### src/rtl/cdb_arbiter.sv
// Common data bus arbiter: two result FIFOs (ALU, LSB) drained round-robin onto one registered CDB.
// Optional CDB_ARB_STATS_EN adds a saturating stall_cnt of contested cycles.
module cdb_arbiter #(
  parameter int unsigned LAB_W = 4,
  parameter int unsigned VAL_W = 32,
  parameter int unsigned DEPTH = 4
) (
  input  logic             clk,
  input  logic             rst_in,
  input  logic             rdy_in,
  input  logic             flush,
  input  logic             alu_valid,
  input  logic [LAB_W-1:0] alu_lab,
  input  logic [VAL_W-1:0] alu_val,
  output logic             alu_ready,
  input  logic             lsb_valid,
  input  logic [LAB_W-1:0] lsb_lab,
  input  logic [VAL_W-1:0] lsb_val,
  output logic             lsb_ready,
  output logic             cdb_en,
  output logic [LAB_W-1:0] cdb_lab,
  output logic [VAL_W-1:0] cdb_val,
  output logic             cdb_src
`ifdef CDB_ARB_STATS_EN
  ,
  output logic [31:0]      stall_cnt
`endif
);

  localparam int unsigned PTR_W = (DEPTH > 1) ? $clog2(DEPTH) : 1;
  localparam int unsigned CNT_W = PTR_W + 1;
  localparam int unsigned NSRC  = 2;

  typedef enum logic {
    SRC_ALU = 1'b0,
    SRC_LSB = 1'b1
  } src_e;

  logic [LAB_W-1:0] lab_mem  [NSRC][DEPTH];
  logic [VAL_W-1:0] val_mem  [NSRC][DEPTH];
  logic [PTR_W-1:0] wr_ptr_q [NSRC];
  logic [PTR_W-1:0] wr_ptr_d [NSRC];
  logic [PTR_W-1:0] rd_ptr_q [NSRC];
  logic [PTR_W-1:0] rd_ptr_d [NSRC];
  logic [CNT_W-1:0] cnt_q    [NSRC];
  logic [CNT_W-1:0] cnt_d    [NSRC];

  logic             in_valid  [NSRC];
  logic [LAB_W-1:0] in_lab    [NSRC];
  logic [VAL_W-1:0] in_val    [NSRC];
  logic             ready     [NSRC];
  logic             push      [NSRC];
  logic             pop       [NSRC];
  logic             not_empty [NSRC];

  src_e             last_q, last_d, gnt_src;
  logic             gnt_en, active;
  logic             cdb_en_d, cdb_src_d;
  logic [LAB_W-1:0] cdb_lab_d;
  logic [VAL_W-1:0] cdb_val_d;

  assign in_valid[0] = alu_valid;
  assign in_lab[0]   = alu_lab;
  assign in_val[0]   = alu_val;
  assign in_valid[1] = lsb_valid;
  assign in_lab[1]   = lsb_lab;
  assign in_val[1]   = lsb_val;

  assign active    = rdy_in && !flush;
  assign alu_ready = ready[0];
  assign lsb_ready = ready[1];

  // Ready depends on occupancy only, so a same-cycle pop never frees a full FIFO.
  always_comb begin : fifo_ctrl
    for (int s = 0; s < 2; s++) begin
      not_empty[s] = (cnt_q[s] != '0);
      ready[s]     = (cnt_q[s] < CNT_W'(DEPTH));
      push[s]      = active && in_valid[s] && ready[s] && (in_lab[s] != '0);
    end
  end

  // Round-robin between non-empty FIFOs; a lone non-empty FIFO wins outright.
  always_comb begin : grant
    gnt_en  = active && (not_empty[0] || not_empty[1]);
    gnt_src = SRC_ALU;
    if (not_empty[0] && not_empty[1]) begin
      gnt_src = (last_q == SRC_LSB) ? SRC_ALU : SRC_LSB;
    end else if (!not_empty[0]) begin
      gnt_src = SRC_LSB;
    end
    pop[0] = gnt_en && (gnt_src == SRC_ALU);
    pop[1] = gnt_en && (gnt_src == SRC_LSB);
  end

  always_comb begin : next_state
    last_d    = last_q;
    cdb_en_d  = cdb_en;
    cdb_lab_d = cdb_lab;
    cdb_val_d = cdb_val;
    cdb_src_d = cdb_src;
    for (int s = 0; s < 2; s++) begin
      cnt_d[s]    = cnt_q[s];
      wr_ptr_d[s] = wr_ptr_q[s];
      rd_ptr_d[s] = rd_ptr_q[s];
    end
    if (rdy_in) begin
      cdb_en_d = gnt_en;
      if (flush) begin
        for (int s = 0; s < 2; s++) begin
          cnt_d[s]    = '0;
          wr_ptr_d[s] = '0;
          rd_ptr_d[s] = '0;
        end
      end else begin
        for (int s = 0; s < 2; s++) begin
          if (push[s]) wr_ptr_d[s] = wr_ptr_q[s] + PTR_W'(1);
          if (pop[s])  rd_ptr_d[s] = rd_ptr_q[s] + PTR_W'(1);
          cnt_d[s] = cnt_q[s] + CNT_W'(push[s]) - CNT_W'(pop[s]);
        end
        if (gnt_en) begin
          last_d    = gnt_src;
          cdb_lab_d = lab_mem[gnt_src][rd_ptr_q[gnt_src]];
          cdb_val_d = val_mem[gnt_src][rd_ptr_q[gnt_src]];
          cdb_src_d = (gnt_src == SRC_LSB);
        end
      end
    end
  end

  always_ff @(posedge clk) begin : state_reg
    if (rst_in) begin
      for (int s = 0; s < 2; s++) begin
        cnt_q[s]    <= '0;
        wr_ptr_q[s] <= '0;
        rd_ptr_q[s] <= '0;
      end
      last_q  <= SRC_LSB;
      cdb_en  <= 1'b0;
      cdb_lab <= '0;
      cdb_val <= '0;
      cdb_src <= 1'b0;
    end else begin
      for (int s = 0; s < 2; s++) begin
        cnt_q[s]    <= cnt_d[s];
        wr_ptr_q[s] <= wr_ptr_d[s];
        rd_ptr_q[s] <= rd_ptr_d[s];
      end
      last_q  <= last_d;
      cdb_en  <= cdb_en_d;
      cdb_lab <= cdb_lab_d;
      cdb_val <= cdb_val_d;
      cdb_src <= cdb_src_d;
    end
  end

  // Payload storage needs no reset; occupancy is tracked by the counters.
  always_ff @(posedge clk) begin : fifo_mem
    for (int s = 0; s < 2; s++) begin
      if (push[s]) begin
        lab_mem[s][wr_ptr_q[s]] <= in_lab[s];
        val_mem[s][wr_ptr_q[s]] <= in_val[s];
      end
    end
  end

`ifdef CDB_ARB_STATS_EN
  logic [31:0] stall_d;

  always_comb begin : stall_next
    stall_d = stall_cnt;
    if (active && not_empty[0] && not_empty[1] && (stall_cnt != 32'hFFFF_FFFF)) begin
      stall_d = stall_cnt + 32'd1;
    end
  end

  always_ff @(posedge clk) begin : stall_reg
    if (rst_in) stall_cnt <= '0;
    else        stall_cnt <= stall_d;
  end
`endif

endmodule
### config.mk
export PLATFORM = sky130hd
export DESIGN_NAME = cdb_arbiter
export DESIGN_NICKNAME = d
export VERILOG_FILES = /design/src/rtl/cdb_arbiter.sv
export SDC_FILE = /design/constraint.sdc
export NUM_CORES = 1
export LEC_CHECK = 0
export ABC_AREA = 0
export BUFFER_PORTS_ARGS = -buffer_cell sky130_fd_sc_hd__buf_2
export CORE_MARGIN = 2
export CORE_UTILIZATION = 60
export DETAILED_ROUTE_END_ITERATION = 10
export PLACE_DENSITY = 0.8
export SLEW_MARGIN = 25
export SYNTH_ARGS = -nofsm -noshare
export SYNTH_HDL_FRONTEND = slang
export SYNTH_SLANG_ARGS = --single-unit
### constraint.sdc
create_clock -name clk -period 7.96 [get_ports clk]
set_clock_uncertainty 0.1 [all_clocks]
set_input_delay 0.398 -clock clk [delete_from_list [all_inputs] [get_ports clk]]
set_output_delay 0.398 -clock clk [all_outputs]
set_load 0.01 [all_outputs]
-- Word level (Yosys, flattened, before mapping)
Memories as Yosys holds them, arrays and structs flattened.
Index checks and enable logic that the tools add are counted.
Widths: inputs -> output; s select.
- register bits after elaboration: 39
- RAM bits: 302
- bits of input ports: 78
- output and inout bits: 40
- word-level logic and storage cells: 98
- memories: 5
- memory list (name ; words ; bits a word ; rd ports ; clocked after Yosys merged registers in ; wr ports ; line ; text):
    val_mem ; 2 ; 128 ; 1 ; 0 ; 2 ; 40 ; logic [VAL_W-1:0] val_mem [NSRC][DEPTH];
    lab_mem ; 2 ; 16 ; 1 ; 0 ; 2 ; 39 ; logic [LAB_W-1:0] lab_mem [NSRC][DEPTH];
    cnt_q ; 2 ; 3 ; 2 ; 0 ; 2 ; 45 ; logic [CNT_W-1:0] cnt_q [NSRC];
    rd_ptr_q ; 2 ; 2 ; 3 ; 0 ; 2 ; 43 ; logic [PTR_W-1:0] rd_ptr_q [NSRC];
    wr_ptr_q ; 2 ; 2 ; 2 ; 0 ; 2 ; 41 ; logic [PTR_W-1:0] wr_ptr_q [NSRC];
- $add $sub $neg: 8
- $lt $le $gt $ge: 7
- multiplexer cells: 42
- bitwise gates (word level): 11
- reductions and logical operators: 20
- operators by type and width (operator ; count):
    $mux 128 ; 2
    $demux 32 s2 ; 2
    $mux 32 ; 4
    $bmux 32 s2 ; 1
    $mux 16 ; 2
    $mux 4 ; 8
    $demux 4 s2 ; 2
    $mux 2 ; 8
    $logic_and 1x1->1 ; 13
    $mux 6 ; 2
    $ge 3x3->1 const B ; 3
    $not 2->3 ; 3
    $add 2x1->2 const B ; 4
    $bmux 4 s2 ; 1
    $mux 1 ; 8
    $reduce_bool 4->1 ; 2
    $add 3x1->3 ; 2
    $lt 3x1->1 const B ; 2
    $lt 3x3->1 const B ; 2
    $mux 3 ; 2
    $or 1x1->1 ; 6
    $reduce_bool 3->1 ; 2
    $sub 3x1->3 ; 2
    $reduce_and 3->1 ; 1
    other kinds (3) ; 4

-- Logic depth before layout (Yosys ltp)
- word-level depth: 10
- depth in mapped cells: 13
- gate-level depth less buffers: 12

-- Least setup slack after synthesis
No wires, ideal clock.
- path kind: register to register
- start: memory cnt_q[0][1] (netlist bit)
- end: memory cnt_q[0][2] (netlist bit)
- setup time: 71 ps
- data arrival time: 2398 ps
- data required time: 7789 ps
- slack: 5392 ps
- stages on the path, launching flop included: 14
- buffers on the path: 1
- period minus slack after synthesis: 2568 ps
- path through: dfxtp_1 or3_4 o21ai_4 buf_4 nor2_1 ha_1 inv_1 ha_1 inv_1 fa_1 xor2_1 o21ai_0 nand2_1 a21oi_1
- RTL lines (what ; line):
    start, declared ; 45

==> run_results.csv <==
group,metric,value,unit
status,outcome,"finished clean",
placement,place_ws,4729,ps
worst_setup_path,crit_chain,"or3_4 -> o21ai_4 -> buf_4 -> nor2_1 -> ha_1 -> inv_1 -> ha_1 -> inv_1 -> fa_1 -> xor2_1 -> o21ai_0 -> nand2_1 -> a21oi_1",
power_and_ir_drop,power_density,242.6,nW/um^2
worst_setup_path,path_buf_inv,3,
clock_tree,cts_made_buffers,34,
clock_tree,cts_root_buf,"clkbuf_16",
yosys,synth.largest_area_cell,"edfxtp_1",
worst_setup_path,critPathTopFamily,"adder cells",
worst_setup_path,cp.required,8290,ps
timing,rsz0062_at_grt,"false",
drt,wl_per_cell,24.39,um
finish,layout.nets,895,
timing,hold_violations,0,
worst_setup_path,slowest_stage,"buf_4",
drt,via_count,6743,
yosys,yosys_warnings,0,
finish,final_area,15160,sq um
timing,tns,0,ps
drt,wirelength,27.00,mm
yosys,synth.cell_area,13020,sq um
yosys,synth_ff_type,"edfxtp_1",
drt,drc_errors,0,
worst_setup_path,critPathMaxFanout,39,
floorplan,dieHeight,151.3,um
timing,period_needed,3253,ps
yosys,netlist_top_cells_area,"edfxtp_1, mux4_2, dfxtp_1",
floorplan,die_x,151.3,um
power_and_ir_drop,leakage,5.260,nW
finish,utilization,0.7166,
timing,clock.fmax,307.4,MHz
yosys,synth_edf_count,288,
grt,grt_pass1_vias,7029,
worst_hold_path,hold_class,"primary input to register",
grt,grt_util_all_layers,0.2449,
worst_setup_path,max_stage_delay,610,ps
finish,syn_to_final_growth,16.39,%
timing,relSlewSlack,0.2832,
floorplan,core_area,21150,sq um
placement,placed_area,13800,sq um
clock_tree,cts_buffer_depth,3,
drt,ant_nets,0,
power_and_ir_drop,ir_drop,0.2268,mV
drt,vias_per_cell,6.091,
worst_setup_path,crit_arrival,3580,ps
grt,grt_start_max_net_pins,54,
clock_tree,cts_sinks,341,
worst_setup_path,end_kind,"register",
finish,drive_gt1_frac,0.3148,
job,drv_cap,0,
drt,first_pass_iters,5,
timing,drv_slew,0,
timing,finalSetupViolCount,0,
clock_tree,cts_setup_buffers,0,
clock_tree,tritoncts,"yes",
yosys,synthCells,664,
yosys,synth.most_common_cell,"edfxtp_1",
timing,worst_slack,4707,ps
worst_setup_path,worstSetupPathType,"register to register",
yosys,postSynthAreaPerCell,19.61,sq um
yosys,synth_seq_cells,341,
placement,dp_hpwl,15.39,mm
yosys,ys_types,38,
clock_tree,htree_levels,2,
timing,worst_pin_slew,1075,ps
floorplan,start_util,0.6157,
grt,antenna_found_initial,1,
timing,period_share,0.4087,
floorplan,fp-row-count,53,
clock_tree,worstSkewPairLatency,510,ps
grt,grt_pass1_wl,40.53,mm
yosys,synth_commonest_cells,"edfxtp_1, mux4_2, dfxtp_1",
power_and_ir_drop,design_power_total,3.678,mW
yosys,synth_fp_nets,756,
worst_setup_path,crit_path_start_kind,"register",
yosys,async_flop_share,0,
clock_tree,cts-resized-gates,0,
placement,gp_congestion,0.7773,
yosys,seq_area_frac_synth,0.7455,
floorplan,io_pins,118,
yosys,yosysTopAreaCellShare,0.6640,
placement,portBuffers,117,
drt,drt-initial-drc-count,650,
floorplan,die-area,22900,sq um
grt,grt-ovfl-total,0,
clock_tree,clkTransAtPathRegs,60,ps
metrics by stage:
step	std cells	hold slack, ps
CTS	1103	0.2818
global placement	1022	376.3
finish	1107	13.70
global route	1104	6.310
floorplan	664	391.8
detailed placement	1022	375.6
sequential cells by signal (all words and copies together), names as in the netlist:
register and cells:
val_mem 256, cdb_val 32, lab_mem 32, cnt_q 6
cdb_lab 4, rd_ptr_q 4, wr_ptr_q 4, cdb_en 1
cdb_src 1, last_q 1
report_power, final:
part | internal (mW) | switching, mW | total [mW] | leakage, nW
Combinational | 0.0493 | 0.0685 | 0.118 | 1.67
Sequential | 1.95 | 0.00914 | 1.96 | 3.03
Clock | 0.957 | 0.639 | 1.60 | 0.555
Total | 2.96 | 0.717 | 3.68 | 5.26
cell families (layout without fill, tap and decap cells):
group,after synthesis,after routing,synth area share
and+or+nand+nor,80,80,0.02930
other,0,3,0
AOI/OAI and AO/OA,66,66,0.03699
adders and majority gates,14,14,0.01460
buffers and inverters,53,218,0.02008
DFF,341,341,0.7455
xor gates and xnor gates,2,2,0.001345
muxes,108,108,0.1522
repair_timing:
action	4_1_cts	5_1_grt
hold buffers	19	1
endpoints found under the setup margin	0	0
hold endpoints to repair	72	2
cell usage in the layout (no fill, tap or decap), types with 5 or more instances in the layout:
master,n
mux2i_1,36
nor2_1,48
mux4_2,72
buf_2,116
clkinv_1,5
clkbuf_8,5
clkbuf_1,6
dfxtp_1,49
nand3_1,5
dlygate4sd3_1,20
a21oi_1,11
inv_1,17
ha_1,12
a211oi_1,36
nand2_1,6
edfxtp_1,288
and2_4,6
clkbuf_16,37
clkinv_2,5
final cells by class:
class | instances | area [sq um]
timing repair buffer | 139 | 803.3
sequential | 341 | 9722
clock inverter | 14 | 118.9
inverter | 17 | 63.81
tap | 275 | 344.1
clock buffer | 48 | 1017
multi-input combinational | 270 | 3082
antenna | 3 | 7.507
fill | 1241 | 5996
layer usage:
metal | vias to the layer above | global-route usage | routed length (um)
li1 | 2960 | - | -
met1 | 3433 | 0.3353 | 10730
met2 | 288 | 0.4032 | 13590
met3 | 60 | 0.04669 | 2012
met4 | 2 | 0.08178 | 654
met5 | - | 0 | 9
final timing paths:
check                    to  slack, ps  depth (start not counted)         from
min          val_mem[1][12]         10                          1  lsb_val[12]
max reg2reg     cnt_q[0][2]       4710                         13  cnt_q[0][1]
min reg2reg     cdb_val[30]        390                          2  cdb_val[30]
max             cnt_q[0][2]       4710                         13  cnt_q[0][1]
No activity file was read; power rests on OpenSTA's default activity.
